[src/rtl/cordic_angnorm_rom_arbiter_pkg.sv]
// rtl/cordic_angnorm_rom_arbiter_pkg.sv - shared widths, requester ids and in-flight tag type
package cordic_pkg;

  localparam int DEF_ADDR_W = 3;
  localparam int DEF_DATA_W = 4;

  localparam logic REQ_ID_0 = 1'b0;
  localparam logic REQ_ID_1 = 1'b1;

  typedef struct packed {
    logic valid;
    logic id;
  } inflight_t;

endpackage

[src/rtl/cordic_angnorm_rom_arbiter_if.sv]
// rtl/cordic_angnorm_rom_arbiter_if.sv - request, response and ROM signals of the normalize-ROM arbiter
interface cordic_angnorm_rom_arbiter_if
  import cordic_pkg::*;
#(
  parameter int ADDR_W = DEF_ADDR_W,
  parameter int DATA_W = DEF_DATA_W
);

  logic              iReq0_valid;
  logic              iReq1_valid;
  logic [ADDR_W-1:0] iReq0_addr;
  logic [ADDR_W-1:0] iReq1_addr;
  logic              oReq0_ready;
  logic              oReq1_ready;
  logic              oResp0_valid;
  logic              oResp1_valid;
  logic [DATA_W-1:0] oResp0_data;
  logic [DATA_W-1:0] oResp1_data;
  logic              iResp0_ready;
  logic              iResp1_ready;
  logic [ADDR_W-1:0] oRom_addr;
  logic              oRom_addr_valid;
  logic [DATA_W-1:0] iRom_data;

  modport slave (
    input  iReq0_valid, iReq1_valid, iReq0_addr, iReq1_addr,
    output oReq0_ready, oReq1_ready,
    output oResp0_valid, oResp1_valid, oResp0_data, oResp1_data,
    input  iResp0_ready, iResp1_ready,
    output oRom_addr, oRom_addr_valid,
    input  iRom_data
  );

  modport master (
    output iReq0_valid, iReq1_valid, iReq0_addr, iReq1_addr,
    input  oReq0_ready, oReq1_ready,
    input  oResp0_valid, oResp1_valid, oResp0_data, oResp1_data,
    output iResp0_ready, iResp1_ready,
    input  oRom_addr, oRom_addr_valid,
    output iRom_data
  );

endinterface

[src/rtl/cordic_resp_slot.sv]
// rtl/cordic_resp_slot.sv - one-entry response holding register; a load wins over a same-cycle drain
module cordic_resp_slot
  import cordic_pkg::*;
#(
  parameter int DATA_W = DEF_DATA_W
) (
  input  logic              i_clk,
  input  logic              i_rst,
  input  logic              i_load,
  input  logic [DATA_W-1:0] i_load_data,
  input  logic              i_ready,
  output logic              o_valid,
  output logic [DATA_W-1:0] o_data
);

  logic              r_valid;
  logic [DATA_W-1:0] r_data;

  always_ff @(posedge i_clk) begin
    if (i_rst) begin
      r_valid <= 1'b0;
      r_data  <= '0;
    end else if (i_load) begin
      r_valid <= 1'b1;
      r_data  <= i_load_data;
    end else if (r_valid && i_ready) begin
      r_valid <= 1'b0;
    end
  end

  assign o_valid = r_valid;
  assign o_data  = r_data;

endmodule

[src/rtl/cordic_angnorm_rom_arbiter.sv]
// rtl/cordic_angnorm_rom_arbiter.sv - two-requester arbiter for the external normalize ROM; CORDIC_ANGNORM_ROUND_ROBIN_EN selects round-robin over fixed priority
module cordic_angnorm_rom_arbiter
  import cordic_pkg::*;
#(
  parameter int ADDR_W = DEF_ADDR_W,
  parameter int DATA_W = DEF_DATA_W
) (
  input  logic                         iClk,
  input  logic                         iRst,
  cordic_angnorm_rom_arbiter_if.slave  bus
);

  inflight_t         r_tag;
  logic [ADDR_W-1:0] r_rom_addr;

  logic w_elig0;
  logic w_elig1;
  logic w_cand0;
  logic w_cand1;
  logic w_pick1;
  logic w_grant0;
  logic w_grant1;
  logic w_load0;
  logic w_load1;

`ifdef CORDIC_ANGNORM_ROUND_ROBIN_EN
  logic r_last;
`endif

  // A requester is blocked while its own lookup is in flight or its slot cannot take a result.
  always_comb begin
    w_elig0 = !iRst && !(r_tag.valid && r_tag.id == REQ_ID_0)
              && (!bus.oResp0_valid || bus.iResp0_ready);
    w_elig1 = !iRst && !(r_tag.valid && r_tag.id == REQ_ID_1)
              && (!bus.oResp1_valid || bus.iResp1_ready);
    w_cand0 = w_elig0 && bus.iReq0_valid;
    w_cand1 = w_elig1 && bus.iReq1_valid;
`ifdef CORDIC_ANGNORM_ROUND_ROBIN_EN
    w_pick1 = (r_last == REQ_ID_0);
`else
    w_pick1 = 1'b0;
`endif
    w_grant1 = w_cand1 && (!w_cand0 || w_pick1);
    w_grant0 = w_cand0 && !w_grant1;
  end

  assign bus.oReq0_ready     = w_grant0;
  assign bus.oReq1_ready     = w_grant1;
  assign bus.oRom_addr_valid = w_grant0 || w_grant1;
  assign bus.oRom_addr       = w_grant1 ? bus.iReq1_addr :
                               w_grant0 ? bus.iReq0_addr : r_rom_addr;

  always_ff @(posedge iClk) begin
    if (iRst) begin
      r_tag      <= '0;
      r_rom_addr <= '0;
    end else begin
      r_tag.valid <= w_grant0 || w_grant1;
      if (w_grant0 || w_grant1) begin
        r_tag.id   <= w_grant1 ? REQ_ID_1 : REQ_ID_0;
        r_rom_addr <= bus.oRom_addr;
      end
    end
  end

`ifdef CORDIC_ANGNORM_ROUND_ROBIN_EN
  always_ff @(posedge iClk) begin
    if (iRst) begin
      r_last <= REQ_ID_1;
    end else if (w_grant0 || w_grant1) begin
      r_last <= w_grant1 ? REQ_ID_1 : REQ_ID_0;
    end
  end
`endif

  // The ROM output registered one cycle after issue belongs to the tagged requester.
  assign w_load0 = r_tag.valid && (r_tag.id == REQ_ID_0);
  assign w_load1 = r_tag.valid && (r_tag.id == REQ_ID_1);

  cordic_resp_slot #(.DATA_W(DATA_W)) u_slot0 (
    .i_clk       (iClk),
    .i_rst       (iRst),
    .i_load      (w_load0),
    .i_load_data (bus.iRom_data),
    .i_ready     (bus.iResp0_ready),
    .o_valid     (bus.oResp0_valid),
    .o_data      (bus.oResp0_data)
  );

  cordic_resp_slot #(.DATA_W(DATA_W)) u_slot1 (
    .i_clk       (iClk),
    .i_rst       (iRst),
    .i_load      (w_load1),
    .i_load_data (bus.iRom_data),
    .i_ready     (bus.iResp1_ready),
    .o_valid     (bus.oResp1_valid),
    .o_data      (bus.oResp1_data)
  );

endmodule

[src/flat_wrapper.sv]
// flat-port wrapper written by rule: the top's interface ports become plain ports
module cordic_angnorm_rom_arbiter_flat import cordic_pkg::*;
#(
  parameter int ADDR_W = DEF_ADDR_W,
  parameter int DATA_W = DEF_DATA_W
)
  (iClk, iRst, bus_iReq0_valid, bus_iReq1_valid, bus_iReq0_addr, bus_iReq1_addr, bus_oReq0_ready, bus_oReq1_ready, bus_oResp0_valid, bus_oResp1_valid, bus_oResp0_data, bus_oResp1_data, bus_iResp0_ready, bus_iResp1_ready, bus_oRom_addr, bus_oRom_addr_valid, bus_iRom_data);
  cordic_angnorm_rom_arbiter_if #(.ADDR_W(ADDR_W), .DATA_W(DATA_W)) bus_i ();
  input  logic iClk;
  input  logic iRst;
  input wire logic [$bits(bus_i.iReq0_valid)-1:0] bus_iReq0_valid;
  input wire logic [$bits(bus_i.iReq1_valid)-1:0] bus_iReq1_valid;
  input wire logic [$bits(bus_i.iReq0_addr)-1:0] bus_iReq0_addr;
  input wire logic [$bits(bus_i.iReq1_addr)-1:0] bus_iReq1_addr;
  output wire logic [$bits(bus_i.oReq0_ready)-1:0] bus_oReq0_ready;
  output wire logic [$bits(bus_i.oReq1_ready)-1:0] bus_oReq1_ready;
  output wire logic [$bits(bus_i.oResp0_valid)-1:0] bus_oResp0_valid;
  output wire logic [$bits(bus_i.oResp1_valid)-1:0] bus_oResp1_valid;
  output wire logic [$bits(bus_i.oResp0_data)-1:0] bus_oResp0_data;
  output wire logic [$bits(bus_i.oResp1_data)-1:0] bus_oResp1_data;
  input wire logic [$bits(bus_i.iResp0_ready)-1:0] bus_iResp0_ready;
  input wire logic [$bits(bus_i.iResp1_ready)-1:0] bus_iResp1_ready;
  output wire logic [$bits(bus_i.oRom_addr)-1:0] bus_oRom_addr;
  output wire logic [$bits(bus_i.oRom_addr_valid)-1:0] bus_oRom_addr_valid;
  input wire logic [$bits(bus_i.iRom_data)-1:0] bus_iRom_data;
  assign bus_i.iReq0_valid = bus_iReq0_valid;
  assign bus_i.iReq1_valid = bus_iReq1_valid;
  assign bus_i.iReq0_addr = bus_iReq0_addr;
  assign bus_i.iReq1_addr = bus_iReq1_addr;
  assign bus_oReq0_ready = bus_i.oReq0_ready;
  assign bus_oReq1_ready = bus_i.oReq1_ready;
  assign bus_oResp0_valid = bus_i.oResp0_valid;
  assign bus_oResp1_valid = bus_i.oResp1_valid;
  assign bus_oResp0_data = bus_i.oResp0_data;
  assign bus_oResp1_data = bus_i.oResp1_data;
  assign bus_i.iResp0_ready = bus_iResp0_ready;
  assign bus_i.iResp1_ready = bus_iResp1_ready;
  assign bus_oRom_addr = bus_i.oRom_addr;
  assign bus_oRom_addr_valid = bus_i.oRom_addr_valid;
  assign bus_i.iRom_data = bus_iRom_data;
  cordic_angnorm_rom_arbiter #(.ADDR_W(ADDR_W), .DATA_W(DATA_W)) u_core (.iClk(iClk), .iRst(iRst), .bus(bus_i));
endmodule
[config.mk]
export PLATFORM = sky130hd
export DESIGN_NAME = cordic_angnorm_rom_arbiter_flat
export DESIGN_NICKNAME = d
export VERILOG_FILES = /design/src/rtl/cordic_angnorm_rom_arbiter_pkg.sv /design/src/rtl/cordic_angnorm_rom_arbiter_if.sv /design/src/rtl/cordic_resp_slot.sv /design/src/rtl/cordic_angnorm_rom_arbiter.sv /design/src/flat_wrapper.sv
export SDC_FILE = /design/constraint.sdc
export NUM_CORES = 1
export LEC_CHECK = 0
export BUFFER_PORTS_ARGS = -buffer_cell sky130_fd_sc_hd__buf_2
export CAP_MARGIN = 20
export CORE_MARGIN = 3
export CORE_UTILIZATION = 39
export DETAILED_ROUTE_END_ITERATION = 6
export GPL_TIMING_DRIVEN = 0
export HOLD_SLACK_MARGIN = 0.15
export PLACE_DENSITY = 0.81
export SLEW_MARGIN = 10
export SYNTH_ARGS = -nofsm -noshare
export SYNTH_HDL_FRONTEND = slang
export SYNTH_SLANG_ARGS = --single-unit
[constraint.sdc]
create_clock -name iClk -period 1.35 [get_ports iClk]
set_input_delay 0.135 -clock iClk [delete_from_list [all_inputs] [get_ports iClk]]
set_output_delay 0.135 -clock iClk [all_outputs]
set_load 0.005 [all_outputs]
==> results of run 1 <==
[repair_timing]
| action | 4_1_cts | 5_1_grt |
|---|---|---|
| hold buffers | 5 | 0 |
| setup endpoints to repair | 10 | 10 |
| pin swaps | 6 | 4 |
| endpoints found under the hold margin | 11 | 0 |
| buffers inserted | 4 | 1 |
| gates resized for setup | 23 | 11 |
[worst min-delay path by stage]
stage | to | from | slack, ns
CTS | u_core.r_rom_addr[2]$_SDFFE_PP0P_ | bus_iReq0_addr[2] | 0.14
global placement | u_core.r_rom_addr[0]$_SDFFE_PP0P_ | iRst | 0.38
floorplan | u_core.r_rom_addr[0]$_SDFFE_PP0P_ | iRst | 0.21
global route | u_core.r_rom_addr[2]$_SDFFE_PP0P_ | bus_iReq0_addr[2] | 0.18
finish | u_core.r_rom_addr[2]$_SDFFE_PP0P_ | bus_iReq0_addr[2] | 0.16
detailed placement | u_core.r_rom_addr[0]$_SDFFE_PP0P_ | iRst | 0.39
[routing by layer]
metal | vias to the layer above | routed length, um | GRT usage, %
li1 | 363 | - | -
met5 | - | 0 | 0
met1 | 347 | 845 | 22.65
met4 | 0 | 76 | 11.05
met3 | 8 | 93 | 4.887
met2 | 30 | 1131 | 33.69
[Yosys cell counts]
cell / n
sky130_fd_sc_hd__dfxtp_1: 15
sky130_fd_sc_hd__nand2_1: 11
sky130_fd_sc_hd__nor2_1: 9
sky130_fd_sc_hd__a31oi_1: 5
sky130_fd_sc_hd__a21oi_1: 4
sky130_fd_sc_hd__mux2i_1: 4
sky130_fd_sc_hd__clkbuf_1: 3
sky130_fd_sc_hd__inv_1: 3
sky130_fd_sc_hd__nor2b_1: 3
sky130_fd_sc_hd__nor4_1: 3
sky130_fd_sc_hd__o31ai_1: 3
sky130_fd_sc_hd__buf_2: 2
sky130_fd_sc_hd__nand2b_1: 2
sky130_fd_sc_hd__o311ai_0: 2
sky130_fd_sc_hd__or3_1: 2
sky130_fd_sc_hd__or4b_1: 2
sky130_fd_sc_hd__a211oi_1: 1
sky130_fd_sc_hd__a311oi_1: 1
sky130_fd_sc_hd__and2_1: 1
sky130_fd_sc_hd__buf_6: 1
sky130_fd_sc_hd__or4b_4: 1
[cell type report]
cell class	instances	area (um2)
inverters	3	13.76
fillers	109	412.9
flip-flops and latches	15	305.3
clock buffers	4	26.28
multi-input cells	54	501.7
well taps	16	20.02
plain buffers	3	22.52
repair buffers	41	256.5
[sequential cells by signal, summed over array words and instances, names as in the netlist]
| signal | count |
|---|---|
| u_core.u_slot0.o_valid | 1 |
| u_core.r_rom_addr | 3 |
| u_core.r_tag | 2 |
| u_core.u_slot1.o_data | 4 |
| u_core.u_slot1.o_valid | 1 |
| u_core.u_slot0.o_data | 4 |
[kinds of logic (layout without fill, tap and decap cells)]
logic type             count (synthesis)  in the layout  synth area share (%)
muxes                                  4              4                 5.982
and+or+nand+nor                       34             34                 26.54
DFF                                   15             15                 44.86
buffers and inverters                  9             51                 6.542
AOI/OAI and AO/OA                     16             16                 16.08
[report_power, final]
| group | internal (W) | switching, W |
|---|---|---|
| clock network | 0.000115 | 0.000138 |
| registers | 0.000476 | 0.0000277 |
| logic | 0.000168 | 0.000143 |
| total | 0.000759 | 0.000309 |
[per-stage QoR]
stage                     std cells  utilization, %  total power (W)  hold WS, ns  setup slack [ns]
after floorplan                  78               -        0.0006485       0.2071          -0.01105
after global placement          125           58.67        0.0007244       0.3793           -0.2382
after detailed placement        125           58.67        0.0007323       0.3892           -0.2924
after CTS                       136           69.98         0.001041       0.1445           -0.4155
after global routing            136           73.52         0.001120       0.1805           -0.4640
final                           136           73.52         0.001069       0.1563           -0.4177
[worst max-delay path, stage by stage (launching register included)]
cell and delay (ns):
sky130_fd_sc_hd__dfxtp_4 0.37, sky130_fd_sc_hd__and2_4 0.16, sky130_fd_sc_hd__or4b_4 0.54, sky130_fd_sc_hd__a31oi_4 0.15, sky130_fd_sc_hd__buf_2 0.14
[cell usage in the layout, fill, tap and decap left out]
cell type	count
sky130_fd_sc_hd__dfxtp_4	1
sky130_fd_sc_hd__or3_1	1
sky130_fd_sc_hd__dfxtp_1	13
sky130_fd_sc_hd__o311ai_2	1
sky130_fd_sc_hd__inv_4	1
sky130_fd_sc_hd__or3_4	1
sky130_fd_sc_hd__nand2_1	11
sky130_fd_sc_hd__or4b_4	3
sky130_fd_sc_hd__and2_4	1
sky130_fd_sc_hd__nand2b_1	2
sky130_fd_sc_hd__buf_4	3
sky130_fd_sc_hd__nor2b_4	3
sky130_fd_sc_hd__buf_6	4
sky130_fd_sc_hd__clkbuf_4	4
sky130_fd_sc_hd__a21oi_1	4
sky130_fd_sc_hd__dfxtp_2	1
sky130_fd_sc_hd__a211oi_1	1
sky130_fd_sc_hd__a311oi_1	1
sky130_fd_sc_hd__o311ai_4	1
sky130_fd_sc_hd__o31ai_4	3
sky130_fd_sc_hd__nor4_1	1
sky130_fd_sc_hd__buf_2	30
sky130_fd_sc_hd__a31oi_4	4
sky130_fd_sc_hd__clkbuf_1	2
sky130_fd_sc_hd__nor4_2	2
sky130_fd_sc_hd__mux2i_1	4
sky130_fd_sc_hd__a31oi_1	1
sky130_fd_sc_hd__inv_1	2
sky130_fd_sc_hd__nor2_1	9
sky130_fd_sc_hd__dlygate4sd3_1	5
==> flow_metrics.env, run 1 <==
export IMPL_worstSetupPathType="flop to primary output"
export IMPL_nets=137
export IMPL_cp_endpoint="bus_oRom_addr[2]"
export IMPL_crit_reg2reg_launch="u_core.r_tag[0]$_SDFFE_PP0P_"
export IMPL_post_synth_instance_area_um2=669.4
export IMPL_antenna_violating_nets_post_route=0
export IMPL_drcViolationCount=0
export IMPL_die_h_um=47.43
export IMPL_run_status="finished with violations"
export IMPL_register_clock_pin_slew_on_the_reported_worst_setup_and_hold_paths_ns=0.09
export IMPL_grt_first_pass_wirelength_um=3125
export IMPL_detail_route_iter0_violations=10
export IMPL_maxCapViolations=0
export IMPL_routabilityCongestion=0.7973
export IMPL_worst_hold_path_num_cells=3
export IMPL_diodes=0
export IMPL_placed_cell_area_um2=914.6
export IMPL_post_route_minimum_period_ns=1.768
export IMPL_rsz_0062_raised_after_global_routing="yes"
export IMPL_layout_cell_area_non_filler_um2=1146
export IMPL_final_period_utilization_pct=130.9
export IMPL_core_rowCount=14
export IMPL_cellLeakagePower_nw=0.4813
export IMPL_clockBufferDepth=2
export IMPL_synth_nets=94
export IMPL_drive_above_1_share_pct=52.50
export IMPL_first_pass_iters=4
export IMPL_post_synth_top_area_cell="sky130_fd_sc_hd__dfxtp_1"
export IMPL_synth_distinct_cells=21
export IMPL_routedWlPerCell_um=15.78
export IMPL_syn_instance_count=78
export IMPL_critPathLaunch="u_core.r_tag[0]$_SDFFE_PP0P_"
export IMPL_holdCritPathClass="primary input to flop"
export IMPL_setup_viol=8
export IMPL_arrival_ns=1.63
export IMPL_routed_via_count=748
export IMPL_cts_sinks=15
export IMPL_crit_path_max_fanout=5
export IMPL_grt_start_max_net_pins=11
export IMPL_main_area_contributors_after_synthesis="sky130_fd_sc_hd__dfxtp_1, sky130_fd_sc_hd__nand2_1, sky130_fd_sc_hd__mux2i_1"
export IMPL_r2r_slack_ns=-0.12
export IMPL_vdd_ir_drop_worst_mv=0.5615
export IMPL_synth_seq_area_share_pct=44.86
export IMPL_setup_worst_path_end_class="primary output"
export IMPL_floorplan_die_width_um=47.43
export IMPL_grt_overflow=0
export IMPL_number_of_buffers_inserted_during_clock_tree_synthesis=3
export IMPL_ys_ff_latch=15
export IMPL_clock_insertion_delay_worst_skew_ns=0.28
export IMPL_r2r_worst_path_cells=3
export IMPL_post_synth_top_area_fraction_pct=44.86
export IMPL_power_density_cell_area_nw_per_um2=932.5
export IMPL_number_of_global_route_vias_before_repair=695
export IMPL_clk_root_buffer_cell="sky130_fd_sc_hd__clkbuf_4"
export IMPL_r2r_end="u_core.r_rom_addr[0]$_SDFFE_PP0P_"
export IMPL_finalHoldViolCount=0
export IMPL_tightestPinTransition_ns=0.6415
export IMPL_timing_setup_tns_ns=-2.055
export IMPL_drt_vias_per_instance=5.500
export IMPL_violations="negative setup slack"
export IMPL_worstPathRequired_ns=1.22
export IMPL_placement_io_buffers=31
export IMPL_maxSlewViolCount=0
export IMPL_flow_area_growth_from_synthesis_pct=71.22
export IMPL_die_area_um2=2250
export IMPL_antenna_violations_before_repair=0
export IMPL_wirelength_um=2146
export IMPL_skew_ns=0.007697
export IMPL_yosys_warnings=0
export IMPL_initial_utilization_pct=42.94
export IMPL_crit_path_start_kind="flop"
export IMPL_setup_ws_ns=-0.4177
export IMPL_htree_levels=1
export IMPL_syn_avg_cell_area_um2=8.582
export IMPL_globalRouteTotalUtil_pct=19.88
export IMPL_ios=32
export IMPL_detailed_place_hpwl_um=1312
export IMPL_maxSlewHeadroom_pct=56.84
export IMPL_cts_tree="built"
export IMPL_max_freq_mhz=565.7
export IMPL_core_ar_um2=1559
Note: power is estimated with default switching activity, not from simulation.
==> run 2, diff against run 1 <==
--- a/config.mk
+++ b/config.mk
@@ -5,10 +5,12 @@
 export SDC_FILE = /design/constraint.sdc
 export NUM_CORES = 1
 export LEC_CHECK = 0
+export ABC_AREA = 1
 export BUFFER_PORTS_ARGS = -buffer_cell sky130_fd_sc_hd__buf_2
 export CAP_MARGIN = 20
 export CORE_MARGIN = 3
 export CORE_UTILIZATION = 39
+export CTS_BUF_LIST = sky130_fd_sc_hd__clkbuf_16
 export DETAILED_ROUTE_END_ITERATION = 6
 export GPL_TIMING_DRIVEN = 0
 export HOLD_SLACK_MARGIN = 0.15
==> run 2 against run 1 <==
The flow now finishes without violations. Synthesized area decreased by 1.7%. Hold slack improved by 0.0068 ns. Power increased by 20%. Fmax increased by 31%. Sequential cell count unchanged. Critical path depth increased by 3. Count of clock-buffer cells in the layout decreased by 1. Clock skew decreased by 0.0073 ns. Core utilization decreased by 8.1 points. Sequential power about the same. Final cell count increased by 5.1%. Critical endpoint is now bus_oRom_addr[0]. Largest cell class unchanged. Largest power group is now clock.
==> flow_metrics.env, run 2 <==
export IMPL_run_status="finished, final reports clean"
export IMPL_cts_sinks=15
export IMPL_syn_avg_cell_area_um2=7.835
export IMPL_grt_overflow=0
export IMPL_antenna_violations_before_repair=0
export IMPL_most_common_cell_in_the_synthesized_netlist="sky130_fd_sc_hd__nor2_1"
export IMPL_routabilityCongestion=0.7376
export IMPL_setup_worst_path_end_class="primary output"
export IMPL_crit_path_start_kind="flop"
export IMPL_register_clock_pin_slew_on_the_reported_worst_setup_and_hold_paths_ns=0.05
export IMPL_crit_path_max_fanout=6
export IMPL_detail_route_iter0_violations=7
export IMPL_critical_path_max_stage_delay_ns=0.33
export IMPL_holdCritPathClass="primary input to flop"
export IMPL_synthFlopType="sky130_fd_sc_hd__dfxtp_1"
export IMPL_ios=32
export IMPL_post_synth_instance_area_um2=658.1
export IMPL_flow_area_growth_from_synthesis_pct=53.23
export IMPL_netlist_top_cells_count="sky130_fd_sc_hd__nor2_1, sky130_fd_sc_hd__dfxtp_1, sky130_fd_sc_hd__inv_1"
export IMPL_synth_edf_count=0
export IMPL_syn_instance_count=84
export IMPL_final_period_utilization_pct=99.69
export IMPL_routedWlPerCell_um=11.04
export IMPL_timing_setup_tns_ns=0
export IMPL_drcViolationCount=0
export IMPL_power_share_combinational_pct=17.5
export IMPL_setup_viol=0
export IMPL_routed_via_count=696
export IMPL_floorplan_die_width_um=47.08
export IMPL_grt_start_max_net_pins=11
export IMPL_critical_path_most_common_cell="sky130_fd_sc_hd__nand2_4"
export IMPL_worst_hold_path_num_cells=3
export IMPL_finalHoldViolCount=0
export IMPL_detailed_place_hpwl_um=1079
export IMPL_clock_power_share_pct=43.4
export IMPL_arrival_ns=1.21
export IMPL_rsz_0062_raised_after_global_routing="yes"
export IMPL_main_area_contributors_after_synthesis="sky130_fd_sc_hd__dfxtp_1, sky130_fd_sc_hd__nor2_1, sky130_fd_sc_hd__inv_1"
export IMPL_maxCapViolations=0
export IMPL_first_pass_iters=2
export IMPL_worstSetupPathType="flop to primary output"
export IMPL_layout_commonest_cell="sky130_fd_sc_hd__buf_2"
export IMPL_path_cells="inv_2 > nand2_4 > nand3_4 > clkinv_4 > nand2_4 > nand3_2 > buf_2"
export IMPL_maxSlewViolCount=0
export IMPL_intPower_w=0.0009781
export IMPL_grt_first_pass_wirelength_um=2387
export IMPL_cellLeakagePower_nw=0.5779
export IMPL_maxSlewHeadroom_pct=82.99
export IMPL_synth_nets=100
export IMPL_netSwitchingPower_w=0.0002996
export IMPL_globalRouteTotalUtil_pct=15.50
export IMPL_yosys_warnings=0
export IMPL_worstPathRequired_ns=1.22
export IMPL_total_power_w=0.001278
export IMPL_post_synth_top_area_cell="sky130_fd_sc_hd__dfxtp_1"
export IMPL_synth_distinct_cells=17
export IMPL_r2r_worst_path_cells=6
export IMPL_placement_io_buffers=31
export IMPL_switching_share_pct=23.45
export IMPL_antenna_violating_nets_post_route=0
export IMPL_vdd_ir_drop_worst_mv=0.7206
export IMPL_core_ar_um2=1541
export IMPL_clk_root_buffer_cell="sky130_fd_sc_hd__clkbuf_16"
export IMPL_clock_insertion_delay_worst_skew_ns=0.24
export IMPL_post_synth_top_area_fraction_pct=45.63
export IMPL_diodes=0
export IMPL_number_of_global_route_vias_before_repair=588
export IMPL_drt_vias_per_instance=4.867
export IMPL_layout_common_cells="sky130_fd_sc_hd__buf_2, sky130_fd_sc_hd__nor2_1, sky130_fd_sc_hd__inv_1, sky130_fd_sc_hd__dfxtp_1, sky130_fd_sc_hd__o21ai_0"
export IMPL_async_flop_share_pct=0
export IMPL_clockBufferDepth=2
export IMPL_tightestPinTransition_ns=0.2542
export IMPL_synth_seq_area_share_pct=45.63
export IMPL_die_area_um2=2217
export IMPL_core_rowCount=14
export IMPL_post_route_minimum_period_ns=1.346
export IMPL_critical_path_slowest_cell="sky130_fd_sc_hd__dfxtp_2"
export IMPL_skew_ns=0.0004465
export IMPL_htree_levels=1
export IMPL_number_of_buffers_inserted_during_clock_tree_synthesis=3
export IMPL_initial_utilization_pct=42.69
export IMPL_ys_ff_latch=15
export IMPL_power_density_cell_area_nw_per_um2=1267
export IMPL_die_h_um=47.08
export IMPL_wirelength_um=1579
export IMPL_drive_above_1_share_pct=48.03
export IMPL_cts_tree="built"
export IMPL_power_sequential_fraction_pct=39.2
export IMPL_nets=144
export IMPL_max_freq_mhz=743.0
==> run 2: cell count changes in the layout (fill, tap and decap cells not counted), moves of 5 or more <==
cell and delta:
sky130_fd_sc_hd__o21ai_0 +8, sky130_fd_sc_hd__inv_1 +10, sky130_fd_sc_hd__nor2_1 +9, sky130_fd_sc_hd__nand3_1 +6, sky130_fd_sc_hd__nand2_1 -5
==> run 2: layout make-up <==
type	count	area, um2
Buffer	1	7.507
Clock buffer	3	75.07
Clock inverter	1	3.754
Fill cell	152	533.0
Inverter	13	53.80
Multi-Input combinational cell	56	334.1
Sequential cell	15	304.0
Tap cell	16	20.02
Timing Repair Buffer	38	210.2
==> run 2: critical path, delay by kind of cell (launching register included) <==
kind | cells | cell delay, ns
simple gates | 4 | 0.32
flops | 1 | 0.33
buf+inv | 3 | 0.31
==> run 2: kinds of logic (layout without fill, tap and decap cells) <==
kind of cell / Yosys count / in the layout / share of synthesized area (%)
compound gates: 11 / 11 / 8.746
buf+inv: 14 / 56 / 9.316
flops: 15 / 15 / 45.63
simple gates: 44 / 45 / 36.31
==> run 2: worst paths after layout <==
check / from / to / slack (ns)
max: u_core.r_tag[0]$_SDFFE_PP0P_ / bus_oRom_addr[0] / 0.004
min: bus_iRom_data[1] / u_core.u_slot1.o_data[1]$_SDFFE_PP0P_ / 0.16
max reg2reg: u_core.r_tag[0]$_SDFFE_PP0P_ / u_core.r_tag[0]$_SDFFE_PP0P_ / 0.27
min reg2reg: u_core.u_slot1.o_data[0]$_SDFFE_PP0P_ / u_core.u_slot1.o_data[0]$_SDFFE_PP0P_ / 0.48
==> run 2: metal layers <==
| metal | GRT usage (%) | vias up | share of wire, % |
|---|---|---|---|
| met5 | 0 | - | 0 |
| met4 | 8.287 | 0 | 2.0 |
| met3 | 3.448 | 5 | 9.7 |
| met2 | 26.29 | 29 | 48 |
| met1 | 18.01 | 308 | 40 |
| li1 | - | 354 | - |
==> run 2: power by group through the flow <==
stage	Combinational, W	Clock (W)	Sequential (W)
after detailed placement	0.000189	0	0.000505
after floorplan	0.000107	0	0.000506
after global placement	0.000186	0	0.000503
after global routing	0.000250	0.000590	0.000504
final	0.000223	0.000554	0.000501
after CTS	0.000213	0.000568	0.000501
==> run 2: repair_timing <==
item | in CTS | in global routing
setup buffers | 4 | 2
hold buffers | 1 | 0
cloned | 1 | 0
pin swaps | 2 | 5
endpoints found under the setup margin | 3 | 4
endpoints found under the hold margin | 3 | 0
gates resized for setup | 5 | 5
==> run 2: metrics by stage <==
step	cell area (um2)	cells	hold WS [ns]	worst slack [ns]	util [%]
after floorplan	658.1	84	0.2041	0.3300	-
after global placement	833.3	131	0.3905	0.2186	54.06
after detailed placement	833.3	131	0.4011	0.1986	54.06
after CTS	979.7	141	0.1578	-0.001683	63.56
after global routing	1008	143	0.1885	-0.05031	65.42
final	1008	143	0.1631	0.004188	65.42
